$ cat config.mk
export PLATFORM = sky130hd
export DESIGN_NAME = out_port_fifo
export DESIGN_NICKNAME = d
export VERILOG_FILES = /design/src/rtl/out_port_pkg.sv /design/src/rtl/out_port_mem.sv /design/src/rtl/out_port_fifo.sv
export SDC_FILE = /design/constraint.sdc
export NUM_CORES = 1
export LEC_CHECK = 0
export CAP_MARGIN = 15
export CORE_AREA = 2 2 99 101
export DETAILED_ROUTE_END_ITERATION = 6
export DIE_AREA = 0 0 101 103
export PLACE_DENSITY = 0.66
export SYNTH_ARGS = -nofsm -noshare
export SYNTH_HDL_FRONTEND = slang
export SYNTH_SLANG_ARGS = --single-unit
$ cat constraint.sdc
create_clock -name clock -period 2.7 [get_ports clock]
set_clock_uncertainty 0.2 [all_clocks]
set_input_delay 0.54 -clock clock [delete_from_list [all_inputs] [get_ports clock]]
set_output_delay 0.54 -clock clock [all_outputs]
set_load 0.005 [all_outputs]
$ cat src/rtl/out_port_pkg.sv
// Shared constants and helpers for the CPU output-port FIFO.
package out_port_pkg;
  localparam int DATA_W    = 8;
  localparam int DEPTH_DEF = 8;

  // Occupancy needs one bit beyond the pointer width so DEPTH itself is representable.
  function automatic int cnt_w(input int depth);
    return $clog2(depth) + 1;
  endfunction
endpackage

$ cat src/rtl/out_port_mem.sv
// FIFO storage: one synchronous write port, one asynchronous read port.
module out_port_mem
  import out_port_pkg::*;
#(
  parameter int DEPTH = DEPTH_DEF,
  parameter int AW    = $clog2(DEPTH)
) (
  input  logic              clock,
  input  logic              we_i,
  input  logic [AW-1:0]     waddr_i,
  input  logic [DATA_W-1:0] wdata_i,
  input  logic [AW-1:0]     raddr_i,
  output logic [DATA_W-1:0] rdata_o
);
  logic [DATA_W-1:0] mem_q [DEPTH];

  // NOTE: the array has no reset; validity is tracked by the pointers and count.
  always_ff @(posedge clock) begin
    if (we_i) mem_q[waddr_i] <= wdata_i;
  end

  assign rdata_o = mem_q[raddr_i];
endmodule

$ cat src/rtl/out_port_fifo.sv
// Output-port FIFO capturing CPU output bus writes (strobe or change-detect) for a consumer.
module out_port_fifo
  import out_port_pkg::*;
#(
  parameter int DEPTH       = DEPTH_DEF,
  parameter int CHANGE_MODE = 0
) (
  input  logic                      clock,
  input  logic                      reset,
  input  logic [DATA_W-1:0]         cpu_out,
  input  logic                      cpu_wr,
  output logic [DATA_W-1:0]         dout,
  output logic                      dout_valid,
  input  logic                      dout_ready,
  output logic [cnt_w(DEPTH)-1:0]   count,
  output logic                      full,
  output logic                      overflow,
  input  logic                      ovf_clr
);
  localparam int AW = $clog2(DEPTH);
  localparam int CW = cnt_w(DEPTH);
  localparam logic [CW-1:0] DEPTH_C = CW'(DEPTH);

  logic [AW-1:0]     wr_ptr_q, wr_ptr_d, rd_ptr_q, rd_ptr_d;
  logic [CW-1:0]     count_q, count_d;
  logic              ovf_q, ovf_d;
  logic [DATA_W-1:0] last_seen_q, last_seen_d;
  logic [DATA_W-1:0] rd_data;
  logic              push_evt, push, pop, ovf_evt;

  assign dout_valid = (count_q != '0);
  assign full       = (count_q == DEPTH_C);
  assign pop        = dout_valid & dout_ready;
  assign push_evt   = (CHANGE_MODE != 0) ? (cpu_out != last_seen_q) : cpu_wr;
  // A pop in the same cycle frees the slot, so a full FIFO can still accept.
  assign push       = push_evt & (~full | pop);
  assign ovf_evt    = push_evt & full & ~pop;

  // NOTE: every combinational output gets a default first so no latch is inferred.
  always_comb begin
    wr_ptr_d    = wr_ptr_q;
    rd_ptr_d    = rd_ptr_q;
    count_d     = count_q;
    last_seen_d = cpu_out;
    ovf_d       = ovf_evt | (ovf_q & ~ovf_clr);
    if (push) wr_ptr_d = wr_ptr_q + AW'(1);
    if (pop)  rd_ptr_d = rd_ptr_q + AW'(1);
    case ({push, pop})
      2'b10:   count_d = count_q + CW'(1);
      2'b01:   count_d = count_q - CW'(1);
      default: count_d = count_q;
    endcase
  end

  // NOTE: sequential state uses non-blocking assignments only.
  always_ff @(posedge clock or posedge reset) begin
    if (reset) begin
      wr_ptr_q    <= '0;
      rd_ptr_q    <= '0;
      count_q     <= '0;
      ovf_q       <= 1'b0;
      last_seen_q <= '0;
    end else begin
      wr_ptr_q    <= wr_ptr_d;
      rd_ptr_q    <= rd_ptr_d;
      count_q     <= count_d;
      ovf_q       <= ovf_d;
      last_seen_q <= last_seen_d;
    end
  end

  out_port_mem #(.DEPTH(DEPTH), .AW(AW)) u_mem (
    .clock   (clock),
    .we_i    (push),
    .waddr_i (wr_ptr_q),
    .wdata_i (cpu_out),
    .raddr_i (rd_ptr_q),
    .rdata_o (rd_data)
  );

  assign dout     = dout_valid ? rd_data : '0;
  assign count    = count_q;
  assign overflow = ovf_q;
endmodule
# Word-level counts from Yosys, hierarchy flattened
# Memories as Yosys holds them, arrays and structs flattened.
# Index checks and enable logic that the tools add are counted.
# classes
bitwise_logic	10
eq_ne	3
mux	4
reduce_logical	2
n_addsub	4
# ops
operator	count
8-bit 2-to-1 mux	1
4-bit case mux with 2 select lines	1
3-bit by 1-bit adder with 3-bit output (second input constant)	2
1-bit bitwise AND	5
4-bit by 1-bit adder with 4-bit output (second input constant)	1
4-bit equality test (second input constant)	1
4-bit nonzero test	1
4-bit by 1-bit subtractor with 4-bit output (second input constant)	1
1-bit inverter	3
2-bit by 1-bit equality test with 1-bit output (second input constant)	1
2-bit equality test (second input constant)	1
1-bit 2-to-1 mux	2
1-bit OR	2
2-bit nonzero test	1
# totals
elab_cells	28
ff_bits	11
out_inout_bits	15
ramBits	64
mem_count	1
inputBits	13
# memory_table
name	words	width	read_ports	rd_clocked_by_memory_dff	write_ports	line_no	text
u_mem.mem_q	8	8	1	0	1	out_port_mem.sv:15	logic [DATA_W-1:0] mem_q [DEPTH];

# Depth between registers and ports, before layout
# Gate-level depths: netlist of run 1.
# depth
ltp_word	6
mapped_depth	10
mapped_depth_nobuf	9

# Cells and area by module
# Synthesis of run 1 repeated with hierarchy kept, for this count alone.
# hier_totals
cells_unflattened	190
hier_area_um2	3299.4
# by_module_without_submodules
module	area_each_um2	cells_each	seq_area_each_um2	instances
out_port_mem	2531.2	106	1921.8	1
out_port_fifo	768.2	84	275.3	1

# Worst setup path after synthesis of run 1
# OpenSTA, ideal clock, no wires.
# synth_path
path_kind	reg-to-reg
startpoint	reg count_q[1] (netlist: count[1])
endpoint	reg count_q[3] (netlist: count[3])
n_path_buf	3
synth_period_minus_slack_ps	2967
slack_ps	-267
path_stages_with_launch	10
t_arrival_ps	2677
required_ps	2410
setup_time_ps	90
path_cell_list	dfrtp_1 > buf_6 > or4b_1 > buf_2 > o21ai_4 > ha_1 > clkbuf_1 > or4b_2 > a21o_1 > o221ai_1
# synth_via
elab_chain_len	6
word_cells_on_any_way	12
classes_between	add/sub (2); eq/ne (3); mux (1); bitwise (4); reduce/logical (2)
# synth_lines
item	line_no	text
start: declaration	out_port_fifo.sv:25	logic [CW-1:0] count_q, count_d;
start signal: assignment	out_port_fifo.sv:66	count_q <= count_d;
4-bit nonzero test or 4-bit equality test (tied branches)	out_port_fifo.sv:31, out_port_fifo.sv:32	
1-bit bitwise AND or 1-bit inverter (tied branches)	out_port_fifo.sv:33, out_port_fifo.sv:36	
1-bit OR	out_port_fifo.sv:36	assign push = push_evt & (~full | pop);
1-bit bitwise AND	out_port_fifo.sv:36	
2-bit by 1-bit equality test with 1-bit output or 2-bit equality test (tied branches)	out_port_fifo.sv:48	case ({push, pop})
4-bit case mux with 2 select lines or 2-bit nonzero test (tied branches)	--	
# Several ways; a longest one is shown, not always the timed one.
# A chain may end at the register's enable or synchronous reset.

# Worst setup path after layout of run 1
# layout_path
startpoint	reg rd_ptr_q[0]
endpoint	out dout[6]
# layout_via
elab_chain_len	2
# layout_lines
item	line_no	text
start: declaration	out_port_fifo.sv:24	logic [AW-1:0] wr_ptr_q, wr_ptr_d, rd_ptr_q, rd_ptr_d;
start signal: assignment	out_port_fifo.sv:65	rd_ptr_q <= rd_ptr_d;
memory 8 x 8 bit	--	
8-bit 2-to-1 mux	out_port_fifo.sv:81	assign dout = dout_valid ? rd_data : '0;
end: declaration	out_port_fifo.sv:12	output logic [DATA_W-1:0] dout,
# No other way between the ends.

==> reports/metrics.csv, run 1 <==
metric,value,unit
post-route cell area,0.00405,mm²
clk_lat worst skew,0.34,ns
Horiz. Die Dim,101,µm
initial cell density of the core,33.6,%
clock buffer depth,2,
vias per inst,4.99,
Power per Cell Area,1070,mW/mm²
# setup viols final,0,
"Slew Viols, Final",0,
# DRC,0,
PortBufs,27,
CTS H-tree lvls,3,
Area after DPL,0.00375,mm²
first-pass iteration count of the detailed router,4,
multi-input logic area,0.00101,mm²
CP Data Required Time,1.96,ns
largest net degree at the start of global routing,21,
"most common cell after layout, fill and taps aside",edfxtp_1,
Relative slew margins,35.9,%
Post-Synthesis Cells,192,
CP max stage delay,0.44,ns
gr ovfl total,0,
Mapped Avg Cell Area,16.5,µm²
Post-DP HPWL,4.06,mm
crit path kind,reg -> out,
Final min period,2.62,ns
leakage,1.50,nW
antenna violations before repair,0,
"Hold Violations, Final",0,
number of global-route vias before repair,1932,
crit end category,output port,
CP cell instances,"buf_4, buf_6, mux2i_1, a221o_1, a221oi_2, buf_2",
CTS tree,yes,
GRT Resource Usage Total,13.6,%
critical path peak fanout,8,
routability cong.,0.753,
Nets,266,
Maximum Capacitance Violations,0,
placed cells,344,
RSZ-0062 raised after global routing,yes,
1st-iter DRT viols,114,
Slowest cell on crit path,dfrtp_2,
register area,0.00220,mm²
ratio of cells with drive above 1 in the final layout,31.2,%
Synth Warn #,0,
via count,1830,
critical path arrival,1.88,ns
Area Overhead vs Synth,27.7,%
Worst VDD drop,0.426,mV
Core Box Area,0.00946,mm²
register area share after synthesis,69.2,%
Clock transition at path regs,0.08,ns
Die ar.,0.0104,mm²
Post-Syn Nets,210,
Yosys reg bits,75,
Buf/Inv on CP,3,
Slew @ Worst Pin,0.959,ns
startpoint types,flop,
Detail Route Antenna Nets,0,
final wirelength,6.47,mm
Tcrit/Tclk final,97.2,%
global-route wire length before repair,10.2,mm
worst hold path type,in -> async,
clock sink total,75,
most frequent cells in the layout,"64 x edfxtp_1, 33 x mux2i_1, 27 x buf_4",
status,"finished, final reports clean",
CTS buffer count,9,
DR WL/cell,17.6,µm
# rows,36,
synthesized area,0.00318,mm²
Boundary Pins,28,
fin cells,367,
Clock Root Buffer,clkbuf_8,
height of the die,103,µm
count of cell types in the netlist,40,
post-cts hold buffer count,0,
fmax,381,MHz
cell family with most CP delay,compound AO/OA/AOI/OAI gates,
number of fill cells,881,
n_diodes,0,
layer usage:
layer	global-route usage (%)	wire length (µm)
met3	3.46	218
met4	5.93	106
met2	23.1	3300
met5	0	0
met1	16.4	2840
synth_stat cells (all sizes together):
cell      n  area (µm²)
or4b      2        20.0
o41ai     1        8.76
or3b      1        8.76
nand3     1        5.00
edfxtp   64        1920
o32ai     1        8.76
xnor2     5        43.8
nand2b    2        12.5
nor2      5        18.8
ha        5        62.6
o221ai    1        8.76
nand2     1        3.75
o21a      1        7.51
o211ai    2        15.0
o21ai     1        16.3
mux2i    33         330
or4       1        7.51
buf      10        57.6
nor3      4        20.0
inv       7        26.3
a21o      1        7.51
dfrtp    11         275
mux2      3        37.5
xor2      2        17.5
a221oi    8        70.1
a2111oi   1        8.76
a221o     8        80.1
and2      2        12.5
a21oi     1        5.00
nor4      2        27.5
nand3b    1        7.51
clkbuf    1        3.75
nor2b     3        18.8
registers in the layout, indices dropped and copies added (netlist names):
signal and flops:
count 4, overflow 1, rd_ptr_q 3, u_mem.mem_q 64
wr_ptr_q 3
worst register-to-register path: stages, from the launching register on:
cell and delay (ns):
dfrtp_1 0.41, or4b_4 0.55, buf_4 0.15, o21ai_4 0.16, buf_4 0.15, ha_4 0.19
or4b_4 0.48, a21o_1 0.16, o221ai_1 0.06
cells by family (layout without fill, tap and decap cells):
group,after synthesis,after routing,synth area share [%]
mux,36,36,11.6
buf+inv,18,79,2.76
simple gates,25,25,5.12
xor+xnor,7,7,1.93
flops,75,75,69.2
compound gates,26,26,7.45
fa+ha+maj,5,5,1.97
through the flow:
stage / TNS (ns) / total power, mW / utilization (%) / setup WS (ns) / hold WS, ns
2_1_floorplan: -0.0987 / 2.64 / - / -0.0987 / 0.192
3_3_place_gp: -0.0203 / 3.32 / 39.6 / -0.0203 / 0.339
3_5_place_dp: -0.444 / 3.37 / 39.6 / -0.0729 / 0.352
4_1_cts: 0 / 4.38 / 42.7 / 0.00109 / 0.297
5_1_grt: -0.0381 / 4.60 / 42.9 / -0.0381 / 0.356
6_report: 0 / 4.35 / 42.9 / 0.0754 / 0.285
report_power, final:
part           internal [mW]  total [mW]  switching [mW]
Combinational          0.890        1.76           0.870
Clock                  0.527       0.960           0.433
Sequential              1.49        1.63           0.140
worst paths after layout:
path / start / end / slack, ns / cells after the start
worst max-delay path: rd_ptr_q[0] / dout[6] / 0.08 / 6
worst min-delay path: reset / count[1] / 0.29 / 2
worst max register to register: count[2] / count[3] / 0.09 / 8
worst min register to register: overflow / overflow / 0.36 / 2
max in group asynchronous: reset / count[3] / 1.68 / 2
min in group clock: overflow / overflow / 0.36 / 2
cell type report:
type | count | area share [%]
inverters | 7 | 0.648
flip-flops and latches | 75 | 54.3
clock inverters | 7 | 2.41
multi-input cells | 99 | 24.9
well taps | 114 | 3.52
repair buffers | 56 | 11.2
clock buffers | 9 | 3.06
timing repair:
| action | in CTS | in global routing |
|---|---|---|
| endpoints found under the setup margin | 9 | 8 |
| resized for setup | 43 | 6 |
| buffers inserted | 7 | 1 |
| pin swaps | 2 | 1 |
(Power assumes the default switching activity.)
==> run 2: changes to the inputs <==
CORE_AREA = 4 4 101 103   (was 2 2 99 101)
DIE_AREA = 0 0 105 107   (was 0 0 101 103)
==> reports/metrics.csv, run 2 (synthesis gave the netlist of run 1 again) <==
metric,value,unit
post-cts hold buffer count,0,
final wirelength,6.43,mm
Die ar.,0.0112,mm²
Final min period,2.63,ns
1st-iter DRT viols,89,
fin util,44.1,%
global-route wire length before repair,10.0,mm
# setup viols final,0,
GRT busiest layer,met2,
antenna violations before repair,0,
Post-DP HPWL,4.21,mm
GR Layer Usage met1,14.4,%
Area after DPL,0.00377,mm²
placed cells,344,
n_diodes,0,
"most common cell after layout, fill and taps aside",edfxtp_1,
leakage,1.50,nW
CP Data Required Time,1.96,ns
RSZ-0062 raised after global routing,yes,
met2 GRT Util,20.4,%
Detail Route Antenna Nets,0,
clock buffer depth,2,
clock sink total,75,
routability cong.,0.722,
worst hold path type,in -> async,
# DRC,0,
Setup TNS,0,ns
CTS tree,yes,
Tcrit/Tclk final,97.4,%
CP cell instances,"buf_12, mux2i_1, a221o_1, a221oi_2, clkdlybuf4s15_1",
fmax,380,MHz
critical path peak fanout,11,
Horiz. Die Dim,105,µm
cell family with most CP delay,compound AO/OA/AOI/OAI gates,
Core Box Area,0.00920,mm²
# rows,35,
most frequent cells in the layout,"64 x edfxtp_1, 33 x mux2i_1, 25 x buf_4",
met3 GRT Util,2.41,%
CP max stage delay,0.46,ns
Worst VDD drop,0.458,mV
Power per Cell Area,1080,mW/mm²
Maximum Capacitance Violations,0,
Reg with most FFs,u_mem.mem_q,
Clock Root Buffer,clkbuf_8,
gr ovfl total,0,
Boundary Pins,28,
height of the die,107,µm
Slowest cell on crit path,dfrtp_2,
Slew @ Worst Pin,0.965,ns
crit end category,output port,
CTS buffer count,9,
total power,4.38,mW
critical path arrival,1.89,ns
CTS H-tree lvls,3,
status,"finished, final reports clean",
Largest register FFs,64,
"Hold Violations, Final",0,
crit path kind,reg -> out,
Clock transition at path regs,0.08,ns
first-pass iteration count of the detailed router,4,
ratio of cells with drive above 1 in the final layout,30.3,%
largest net degree at the start of global routing,14,
startpoint types,flop,
via count,1821,
GRT Resource Usage Total,12.0,%
"Slew Viols, Final",0,
Area Overhead vs Synth,27.8,%
PortBufs,27,
vias per inst,5.03,
clk_lat worst skew,0.35,ns
initial cell density of the core,34.5,%
Buf/Inv on CP,2,
Nets,264,
fin cells,362,
DR WL/cell,17.8,µm
Relative slew margins,35.4,%
number of global-route vias before repair,1891,
post-route cell area,0.00406,mm²
[run 2: layout make-up]
type	instances	area, µm²
clock buffers	9	124
flip-flops and latches	75	2200
repair buffers	54	480
inverters	7	26.3
multi-input cells	99	997
well taps	111	139
fillers	827	5140
clock inverters	7	90.1
[run 2: worst register-to-register path, cell delays in order, from the launching register on]
cell and delay [ns]:
dfrtp_2 0.45, or4b_4 0.59, o21ai_4 0.19, ha_4 0.19, or3b_4 0.39, a2111oi_2 0.31
o221ai_1 0.15
[run 2: report_power, final]
group          switching, mW  internal [mW]
clock network          0.406          0.517
logic                  0.850          0.953
registers              0.163           1.50
[run 2: final timing paths]
kind | start | endpoint | slack (ns) | cells after the start
min in group clock | overflow | overflow | 0.34 | 2
worst min-delay path | reset | overflow | 0.29 | 2
worst max register to register | count[1] | count[3] | 0.11 | 6
worst min register to register | overflow | overflow | 0.34 | 2
worst max-delay path | rd_ptr_q[0] | dout[5] | 0.07 | 5
max in group asynchronous | reset | count[1] | 1.66 | 2
[run 2: layer usage]
layer  wire [µm]  vias up
li1            -      868
met5           0        -
met4         148        0
met3         269       11
met2        3150       48
met1        2860      894
[run 2: stage by stage]
| step | setup slack [ns] | hold slack [ns] |
|---|---|---|
| global route | 0.00125 | 0.358 |
| finish | 0.0708 | 0.295 |
| CTS | 0.000590 | 0.309 |
| detailed placement | -0.0442 | 0.336 |
| floorplan | -0.0987 | 0.192 |
| global placement | 0.00580 | 0.328 |
[run 2: timing repair]
item | CTS | global route
setup buffers | 2 | 1
gates cloned | 0 | 0
pin swaps | 1 | 2
gates resized for setup | 32 | 12
endpoints found under the setup margin | 9 | 8
==> run 3: changes to the inputs <==
CORE_AREA = 4 4 92 94   (was 4 4 101 103)
DIE_AREA = 0 0 96 98   (was 0 0 105 107)
PLACE_DENSITY = 0.75   (was 0.66)
SETUP_SLACK_MARGIN = 0.02   (was unset)
==> reports/metrics.csv, run 3 (synthesis gave the netlist of run 1 again) <==
metric,value,unit
first-pass iteration count of the detailed router,6,
via count,1836,
1st-iter DRT viols,46,
n_diodes,0,
dpl ws,0.00990,ns
largest net degree at the start of global routing,14,
Worst Setup SP,rd_ptr_q[0],
Clk pwr share,21.0,%
most frequent cells in the layout,"64 x edfxtp_1, 33 x mux2i_1, 32 x buf_4",
number of global-route vias before repair,1893,
critical path arrival,1.88,ns
gr ovfl total,0,
PortBufs,27,
clk_lat worst skew,0.34,ns
critical path peak fanout,11,
startpoint types,flop,
Power per Cell Area,1080,mW/mm²
internal power,3.00,mW
leakage,1.53,nW
initial cell density of the core,41.5,%
CTS H-tree lvls,3,
worst flop-to-flop path startpoint,count[2],
height of the die,98,µm
share of power burned in registers,36.7,%
RSZ-0062 raised after global routing,yes,
Detail Route Antenna Nets,0,
reg2reg setup slack,0.14,ns
# setup viols final,0,
CTS buffer count,9,
Worst VDD drop,0.521,mV
crit path kind,reg -> out,
Nets,271,
Post-DP HPWL,4.12,mm
Largest register FFs,64,
clock buffer depth,2,
global-route wire length before repair,9.73,mm
worst hold path type,in -> async,
Final min period,2.62,ns
vias per inst,5.10,
antenna violations before repair,0,
Reg with most FFs,u_mem.mem_q,
ratio of cells with drive above 1 in the final layout,31.4,%
Clock Root Buffer,clkbuf_8,
Switch Pwr,1.40,mW
hold_ws,0.315,ns
clock sink total,75,
# DRC,0,
CP Data Required Time,1.96,ns
Boundary Pins,28,
CP Capture Point,dout[2],
Maximum Capacitance Violations,0,
GRT Resource Usage Total,14.3,%
routability cong.,0.764,
Area Overhead vs Synth,28.4,%
post-cts hold buffer count,0,
Sw Ratio,31.8,%
status,"finished, final reports clean",
fmax,382,MHz
Reg2Reg Capture Point,count[3],
Horiz. Die Dim,96,µm
Gate power share,42.2,%
CTS tree,yes,
Clock transition at path regs,0.08,ns
fin util,53.3,%
number of fill cells,611,
# rows,32,
DR WL/cell,17.6,µm
Worst Slack Setup Final,0.0844,ns
Die ar.,0.00941,mm²
"Hold Violations, Final",0,
final wirelength,6.33,mm
crit end category,output port,
"Slew Viols, Final",0,
"most common cell after layout, fill and taps aside",edfxtp_1,
Relative slew margins,43.1,%
Core Box Area,0.00765,mm²
Tcrit/Tclk final,96.9,%
Slew @ Worst Pin,0.850,ns
cells on worst reg2reg path,8,
## run 3: changes by cell type in the layout (fill, tap and decap cells not counted), moves of 2 or more
cell             delta
buf_2               +6
buf_4               +7
clkbuf_2            -3
clkdlybuf4s15_2     -2
nor2b_1             +2
## run 3: per-stage QoR
stage	area [µm²]	TNS (ns)	total power, mW	std cells
after global routing	4080	0	4.63	360
final	4080	0	4.40	360
after detailed placement	3770	0	3.41	336
after global placement	3770	0	3.37	336
after CTS	4040	0	4.38	358
after floorplan	3240	-0.0987	2.64	192
## run 3: layout make-up
class,count,area (µm²),share of cell area (%)
clock inverter,6,88.8,2.18
multi-input combinational,99,995,24.4
inverter,7,26.3,0.644
timing repair buffer,61,513,12.6
clock buffer,10,128,3.13
sequential,75,2200,53.9
tap,102,128,3.13
## run 3: power groups by stage
stage	Combinational, mW	Sequential (mW)	Clock [mW]
floorplan	1.01	1.63	0
global placement	1.71	1.66	0
detailed placement	1.74	1.67	0
CTS	1.82	1.61	0.947
global route	2.00	1.63	0.996
finish	1.86	1.62	0.926
## run 3: worst max-delay path: stages, from the launching register on
cell	delay [ns]
dfrtp_2	0.45
buf_4	0.15
buf_12	0.14
mux2i_1	0.11
a221o_1	0.34
a221oi_2	0.18
buf_2	0.15
## run 3: timing repair
item,CTS,global route
setup endpoints to repair,9,8
resized for setup,38,6
pin swaps,2,5
buffers inserted,6,2
## run 3: how the worst min path moves through the flow
stage / start / end / cells past startpoint
CTS: reset / rd_ptr_q[2] / 2
floorplan: reset / count[0] / 1
global placement: overflow / overflow / 2
global route: reset / rd_ptr_q[2] / 2
finish: reset / count[3] / 2
detailed placement: overflow / overflow / 2
## run 3: layer usage
layer	up-vias	GRT usage (%)	routed length [µm]
met5	-	0	0
met4	0	7.33	166
met3	13	4.16	269
met2	44	24.4	3370
met1	897	15.8	2520
li1	882	-	-
